--- config.mk ---
export PLATFORM = sky130hd
export DESIGN_NAME = lane_stream_ctrl
export DESIGN_NICKNAME = d
export VERILOG_FILES = /design/src/rtl/lane_stream_ctrl.sv
export SDC_FILE = /design/constraint.sdc
export NUM_CORES = 1
export LEC_CHECK = 0
export CORE_AREA = 3 3 129 131
export CTS_CLUSTER_DIAMETER = 200
export DETAILED_ROUTE_END_ITERATION = 10
export DIE_AREA = 0 0 132 134
export PLACE_DENSITY_LB_ADDON = 0.15
export SLEW_MARGIN = 20
export SYNTH_ARGS = -nofsm -noshare
export SYNTH_HDL_FRONTEND = slang
export SYNTH_SLANG_ARGS = --single-unit
--- constraint.sdc ---
create_clock -name clk -period 5.1 [get_ports clk]
set_input_delay 1.02 -clock clk [delete_from_list [all_inputs] [get_ports clk]]
set_output_delay 1.02 -clock clk [all_outputs]
set_load 0.03 [all_outputs]
--- src/rtl/lane_stream_ctrl.sv ---
// lane_stream_ctrl: streams node then connection genes through a mutation lane and compacts kept results into destination memory
module lane_stream_ctrl #(
  parameter int GENE_SZ = 64,
  parameter int ATTR_SZ = 8
) (
  input  logic               clk,
  input  logic               rst,
  input  logic               start,
  input  logic [ATTR_SZ-1:0] node_cnt,
  input  logic [ATTR_SZ-1:0] conn_cnt,
  input  logic [ATTR_SZ-1:0] rd_base,
  input  logic [ATTR_SZ-1:0] wr_base,
  output logic               rd_en,
  output logic [ATTR_SZ-1:0] rd_addr,
  input  logic [GENE_SZ-1:0] rd_data,
  output logic               lane_clr,
  output logic [1:0]         lane_state,
  output logic [GENE_SZ-1:0] lane_gene,
  input  logic [GENE_SZ-1:0] lane_gene_out,
  input  logic               lane_valid,
  output logic               wr_en,
  output logic [ATTR_SZ-1:0] wr_addr,
  output logic [GENE_SZ-1:0] wr_data,
  output logic [ATTR_SZ-1:0] out_node_cnt,
  output logic [ATTR_SZ-1:0] out_conn_cnt,
  output logic               busy,
  output logic               done
);
  typedef enum logic [2:0] {IDLE, CLEAR, NODE, CONN, DRAIN, DONE} state_t;
  localparam logic [ATTR_SZ-1:0] ONE = 1;
  state_t state, next;
  logic [ATTR_SZ-1:0] idx, node_n, conn_n, base;
  logic s1_v, s1_t, s2_v, s2_t, last;
  always_comb begin
    next = state;
    last = idx == ((state == NODE) ? node_n : conn_n) - ONE;
    unique case (state)
      IDLE:    next = start ? CLEAR : IDLE;
      CLEAR:   next = (node_n != '0) ? NODE : (conn_n != '0) ? CONN : DRAIN;
      NODE:    next = !last ? NODE : (conn_n != '0) ? CONN : DRAIN;
      CONN:    next = last ? DRAIN : CONN;
      DRAIN:   next = (idx == ONE) ? DONE : DRAIN;
      DONE:    next = IDLE;
      default: next = IDLE;
    endcase
  end
  assign rd_en      = state == NODE || state == CONN;
  assign rd_addr    = rd_en ? base + ((state == CONN) ? node_n : '0) + idx : '0;
  assign lane_clr   = state == CLEAR;
  assign busy       = state != IDLE;
  assign done       = state == DONE;
  assign lane_state = s1_v ? {s1_t, 1'b0} : 2'b11;
  assign lane_gene  = s1_v ? rd_data : '0;
  assign wr_en      = lane_valid & s2_v;
  assign wr_data    = s2_v ? lane_gene_out : '0;
  always_ff @(posedge clk or posedge rst) begin
    if (rst) begin
      state        <= IDLE;
      idx          <= '0;
      node_n       <= '0;
      conn_n       <= '0;
      base         <= '0;
      wr_addr      <= '0;
      out_node_cnt <= '0;
      out_conn_cnt <= '0;
      s1_v         <= 1'b0;
      s1_t         <= 1'b0;
      s2_v         <= 1'b0;
      s2_t         <= 1'b0;
    end else begin
      state <= next;
      idx   <= (next != state) ? '0 : idx + ONE;
      s1_v  <= rd_en;
      s1_t  <= state == CONN;
      s2_v  <= s1_v;
      s2_t  <= s1_t;
      if (state == IDLE && start) begin
        node_n       <= node_cnt;
        conn_n       <= conn_cnt;
        base         <= rd_base;
        wr_addr      <= wr_base;
        out_node_cnt <= '0;
        out_conn_cnt <= '0;
      end else if (wr_en) begin
        wr_addr      <= wr_addr + ONE;
        out_node_cnt <= s2_t ? out_node_cnt : out_node_cnt + ONE;
        out_conn_cnt <= s2_t ? out_conn_cnt + ONE : out_conn_cnt;
      end
    end
  end
endmodule

==> metrics.cfg, run 1 <==
[global_routing]
grt_start_max_net_pins=39
grt_pass1_wl_um=31200
grt_antenna_before_repair=11
grt_pass1_vias=4806
track_usage_pct=23.5
grt-ovfl-total=0

[sta]
setup_tns_ns=0
setup_ws_ns=0.209
hold_viol=0
final.period_utilization_pct=95.9
period_minus_slack_ns=4.89
rsz0062_at_grt=no
clock_skew_ns=0.00805
slew_viol_final=0
fmax_ghz=0.204
final-setup-viol-count=0
max_slew_margin_pct=47.2
tightest_slew_ns=0.793

[power]
p_leak_uw=0.00345
switching_share_pct=47.5
clockPowerShare_pct=12.9
pwr-share-comb_pct=67.2
power_density_nw_per_um2=602
p_sw_uw=2380
ir_worst_vdd_v=0.000356
intPower_uw=2630
pwr-share-seq_pct=19.9

[synthesis]
yosysWarnings=0
synth_top_area_cell=dfrtp_1
synth_seq_cells=63
avgSynthCellArea_um2=9.27
yosysTopAreaCellShare_pct=34.9
syn_inst=487
synth_cell_types=47
syn_area_um2=4520
ys_seq_area_share_pct=34.9
synth_edf_count=0
synth_area_leaders=dfrtp_1 (35%), and2_1 (19%), mux2_2 (6.0%), xor2_1 (5.0%), xnor2_1 (3.7%)
ys.flop_type=dfrtp_1
async_flop_share_pct=100
synth_nets=671

[clock_network]
clk_pin_slew_ns=0.05
clock_tree.buffer_depth=2
cts-root-buf=clkbuf_16
cts_sinks=63
holdBufCountCts=0
worst_skew_pair.late_latency_ns=0.34
postCtsSetupBuffers=0
cts_buffers=9
htreeDepth=3
cts_tree=built
ctsResizeCount=1

[flow_run]
maxCapViolations=0

[route]
ant_nets=0
drc=0
drt_iter0_drc=282
viasPerCell=4.61
wire_per_inst_um=20.7
dr.pass1.iters=4
vias=4729
wirelength_um=21300

[floorplan]
initial_core_util_pct=28.7
die_y_um=134
core_um2=15700
pin_count=331
die_w_um=132
dieArea_um2=17700
rows=46

[run_status]
run_status=finished clean

[worst_setup_path]
end_kind=output pin
crit_path_start_kind=register
regToRegSetupSlack_ns=1.93
critPathRequiredTime_ns=4.08
critPathArrivalTime_ns=3.87
path_class=reg2out
worstPathMaxFanout=11

[cells_and_area]
multi_input_area_um2=2800
fillers=1433
drive_gt1_share_pct=6.67
register_area_um2=1580
nNetsFinal=989
area_growth_pct=84.6

[place]
place_ws_ns=0.204
io_buffers=330
gp_congestion=0.942
dpl.hpwl_um=17600

[hold_path]
min_path_type=reg2reg

==> path summary, 6_finish.rpt <==
| check | startpoint | endpoint | cells past startpoint |
|---|---|---|---|
| max in group asynchronous | rst | conn_n[7] | 3 |
| worst max-delay path | state[1] | rd_addr[7] | 13 |
| min in group asynchronous | rst | out_conn_cnt[2] | 2 |
| worst min-delay path | s1_t | s2_t | 0 |
| worst max register to register | state[0] | idx[3] | 9 |
| worst min register to register | s1_t | s2_t | 0 |
==> final cells by class <==
class / instances / area share, %
sequential: 63 / 18.9
timing repair buffer: 337 / 40.3
inverter: 5 / 0.225
multi-input combinational: 389 / 33.6
tap: 216 / 3.24
clock inverter: 4 / 0.840
clock buffer: 11 / 2.91
antenna: 1 / 0.0300
==> power groups by stage <==
| stage | sequential, µW | clock (µW) | combinational (µW) |
|---|---|---|---|
| floorplan | 998 | 0 | 2060 |
| global placement | 997 | 0 | 3350 |
| detailed placement | 1010 | 0 | 3390 |
| CTS | 998 | 666 | 3400 |
| global route | 1040 | 689 | 3600 |
| finish | 999 | 647 | 3370 |
==> routing by layer <==
layer / wire length [µm] / track usage [%] / up-vias
li1: - / - / 2257
met1: 9160 / 29.9 / 2214
met2: 9220 / 35.1 / 194
met3: 2410 / 13.0 / 44
met4: 362 / 5.19 / 20
met5: 123 / 0 / -
==> critical path, cell delays in order, from the launching register on <==
cell and delay [ns]:
dfrtp_1 0.48, or2b_1 0.37, inv_2 0.17, and3_1 0.19, fa_1 0.42, ha_1 0.24, fa_1 0.40, a21o_1 0.19
a21oi_1 0.22, o21bai_1 0.09, a21oi_1 0.19, xnor2_1 0.09, nor2_1 0.09, dlygate4sd2_1 0.41
==> synthesized netlist by cell type (2+ instances only) <==
cell and count:
and2_1 134, dfrtp_1 63, nor2_1 32, clkbuf_1 26, xor2_1 26, mux2_2 24
nand2_1 21, xnor2_1 19, and3_1 15, a21oi_1 13, ha_1 12, nand4_1 11
mux2i_1 10, o21ai_0 9, fa_1 8, or4_1 7, nand3_1 6, inv_1 5
a21o_1 4, nor3_1 4, o31ai_1 4, o21ai_1 3, a31oi_1 2, buf_2 2
nand2b_1 2, nor2b_1 2, nor4_1 2, o211ai_1 2
==> placed cells by master, fill, tap and decap left out, types with 6 or more instances in the layout <==
cell,synthesis,layout
fa_1,8,8
dfrtp_1,63,63
nand4_1,11,11
o21ai_0,9,9
buf_4,0,7
xnor2_1,19,19
clkbuf_16,0,9
clkdlybuf4s50_1,0,328
nand2_1,21,21
a21oi_1,13,13
mux2_2,24,24
xor2_1,26,26
and3_1,15,15
nor2_1,32,32
or4_1,7,7
mux2i_1,10,10
nand3_1,6,6
ha_1,12,12
and2_1,134,133
==> metrics by stage <==
step / cell area (µm²) / total power [µW] / std cells / hold slack (ns) / util [%]
6_report: 8340 / 5020 / 1026 / 0.412 / 53.1
5_1_grt: 8340 / 5330 / 1025 / 0.410 / 53.0
4_1_cts: 8330 / 5070 / 1025 / 0.399 / 53.0
3_5_place_dp: 8020 / 4400 / 1010 / 0.387 / 51.1
3_3_place_gp: 8020 / 4350 / 1010 / 0.386 / 51.1
2_1_floorplan: 4520 / 3060 / 487 / 0.346 / -
==> state kept, by name, summed over array words and instances, names as in the netlist <==
signal / cells
node_n: 8
base: 8
idx: 8
state: 3
out_conn_cnt: 8
s2_v: 1
wr_addr: 8
conn_n: 8
out_node_cnt: 8
s1_v: 1
s1_t: 1
s2_t: 1
==> cells by family after synthesis <==
| kind of cell | Yosys count | share of synthesized area [%] |
|---|---|---|
| and+or+nand+nor | 246 | 31.7 |
| DFF | 63 | 34.9 |
| xor gates and xnor gates | 46 | 9.09 |
| AOI/OAI and AO/OA | 43 | 6.09 |
| buffers and inverters | 35 | 3.13 |
| muxes | 34 | 8.20 |
| adders and majority gates | 20 | 6.87 |
Power figures use the tool's default switching activity.
==> run 2, diff against run 1 <==
- CORE_AREA: 3 3 129 131 -> 3 3 127 129
- DIE_AREA: 0 0 132 134 -> 0 0 130 132
- clock period: 5.1 -> 5.9 ns (I/O delays scaled with it)
==> metrics.cfg, run 2 (synthesis results as in run 1) <==
[worst_setup_path]
end_kind=output pin
crit_slowest_cell=clkdlybuf4s50_1
crit_path_start_kind=register
worstPathMaxFanout=15  ; +4
worstPathCellList=or2b_1 > inv_1 > and3_1 > fa_1 > ha_1 > fa_1 > a21o_1 > a21oi_1 > o21bai_1 > a21oi_1 > xnor2_1 > nor2_1 > clkdlybuf4s50_1
path_delay_family=adder cells
critPathRequiredTime_ns=4.72  ; +0.64 ns
critPathArrivalTime_ns=4.38  ; +0.51 ns
slowest_delay_ns=0.67  ; +0.19 ns
path_class=reg2out
critical_path_buf_inv_count=2  ; unchanged

[clock_network]
clk_pin_slew_ns=0.06  ; about the same
holdBufCountCts=0  ; unchanged
cts_sinks=63  ; unchanged
worst_skew_pair.late_latency_ns=0.34  ; about the same
cts_tree=built
cts_buffers=9  ; unchanged
ctsResizeCount=0  ; -1
postCtsSetupBuffers=0  ; unchanged
cts-root-buf=clkbuf_16
htreeDepth=3  ; unchanged
clock_tree.buffer_depth=2  ; unchanged

[floorplan]
core_um2=15100  ; -3.6%
die_y_um=132  ; -1.5%
pin_count=331  ; unchanged
initial_core_util_pct=29.8  ; +1.1 points
rows=45  ; -2.2%
die_w_um=130  ; -1.5%
dieArea_um2=17200  ; -3.0%

[global_routing]
gr-usage-met1_pct=31.6  ; +1.7 points
grt_start_max_net_pins=68  ; +74%
grt-ovfl-total=0  ; unchanged
use_met2_pct=34.7  ; -0.45 points
grt-busiest-layer=met2
met3_usage_pct=13.5  ; +0.55 points
track_usage_pct=24.0  ; +0.50 points
grt_pass1_vias=4780  ; -0.54%
grt_antenna_before_repair=10  ; -1
grt_pass1_wl_um=30500  ; -2.3%

[cells_and_area]
layout_common_cells=clkdlybuf4s50_1 (330), and2_1 (133), dfrtp_1 (63)
area_growth_pct=84.0
design_area_um2=8310  ; -0.32%
nNetsFinal=986  ; -0.30%
drive_gt1_share_pct=6.33  ; -0.35 points
final_common_cell=clkdlybuf4s50_1

[place]
gp_congestion=0.944  ; +0.21%
dpl_cell_area_um2=7960  ; -0.72%
io_buffers=330  ; unchanged
place_ws_ns=0.678  ; +0.474 ns
dpl.hpwl_um=17100  ; -3.0%

[power]
pwr-share-seq_pct=19.7  ; -0.2 points
ir_worst_vdd_v=0.000302  ; -15%
p_leak_uw=0.00343  ; -0.53%
pwr-share-comb_pct=66.2  ; -1.0 points
p_sw_uw=2060  ; -14%
intPower_uw=2320  ; -12%
clockPowerShare_pct=14.2  ; +1.3 points
switching_share_pct=47.0  ; -0.52 points
power_density_nw_per_um2=527  ; -12%

[run_status]
run_status=finished clean

[route]
drt_iter0_drc=281  ; -0.35%
wirelength_um=21000  ; -1.3%
viasPerCell=4.75  ; +3.1%
dr.pass1.iters=5  ; +1
vias=4729  ; unchanged
wire_per_inst_um=21.1  ; +1.8%
drc=0  ; unchanged
ant_nets=0  ; unchanged

[sta]
whs_ns=0.373  ; -0.0391 ns
period_minus_slack_ns=5.56
final-setup-viol-count=0  ; unchanged
setup_tns_ns=0  ; unchanged
fmax_ghz=0.180
slew_viol_final=0  ; unchanged
clock_skew_ns=0.0100  ; +0.00195 ns
setup_ws_ns=0.339  ; +0.130 ns
max_slew_margin_pct=43.8  ; -3.3 points
rsz0062_at_grt=no
tightest_slew_ns=0.842  ; +0.0496 ns
hold_viol=0  ; unchanged
final.period_utilization_pct=94.3

[hold_path]
min_path_type=reg2reg

[flow_run]
maxCapViolations=0  ; unchanged

==> run 2: cell count changes in the layout (fill, tap and decap cells not counted), sizes merged <==
cell	before	now
buf	7	4
clkdlybuf4s50	328	330
bufinv	2	3
clkbuf	11	10
clkinv	2	1
clkinvlp	0	1
dlygate4sd2	1	0
dlymetal6s2s	1	0
==> run 2: worst reg2reg max path, stage by stage, from the launching register on <==
cell and delay, ns:
dfrtp_1 0.57, nor3b_4 0.68, mux2i_1 0.38, ha_1 0.29
xor2_1 0.11, a211oi_1 0.28, nand4_2 0.20, o31ai_4 0.39
a21oi_1 0.13
==> run 2: worst paths after layout <==
| path | cells past startpoint | to | slack, ns | startpoint |
|---|---|---|---|---|
| max in group asynchronous | 3 | base[5] | 3.94 | rst |
| setup / recovery | 13 | rd_addr[7] | 0.34 | state[2] |
| hold reg to reg | 0 | s2_t | 0.37 | s1_t |
| setup reg to reg | 8 | idx[3] | 2.73 | state[0] |
| min in group asynchronous | 3 | out_conn_cnt[2] | 1.40 | rst |
| hold / removal | 0 | s2_t | 0.37 | s1_t |
==> run 2: power by group through the flow <==
stage	sequential, µW	combinational (µW)	clock, µW
2_1_floorplan	863	1780	0
4_1_cts	862	2930	634
3_5_place_dp	869	2910	0
6_report	862	2900	621
3_3_place_gp	858	2870	0
5_1_grt	899	3110	655
==> run 2: final cells by class <==
cell class	count	area, µm²
diodes	1	2.50
clock buffers	10	239
clock inverters	5	106
fillers	1356	6830
inverters	5	18.8
multi-input cells	389	2800
flip-flops and latches	63	1580
well taps	188	235
repair buffers	334	3330
==> run 2: per-layer routing <==
metal / vias to the layer above / wire length [µm] / part of all wire [%]
met2: 205 / 8880 / 42
met3: 38 / 2620 / 12
met4: 18 / 336 / 1.6
li1: 2253 / - / -
met5: - / 109 / 0.52
met1: 2215 / 9060 / 43
==> run 2: through the flow <==
| step | util [%] | cells | power (µW) |
|---|---|---|---|
| after floorplan | - | 487 | 2640 |
| after global placement | 52.6 | 979 | 3730 |
| after detailed placement | 52.6 | 979 | 3780 |
| after CTS | 54.9 | 994 | 4430 |
| after global routing | 54.9 | 994 | 4670 |
| final | 54.9 | 995 | 4380 |
==> run 3, diff against run 2 <==
- CTS_CLUSTER_DIAMETER: 200 -> 100
==> results of run 3 <==
No change in the layout: final DEF, timing and power equal those of run 2.
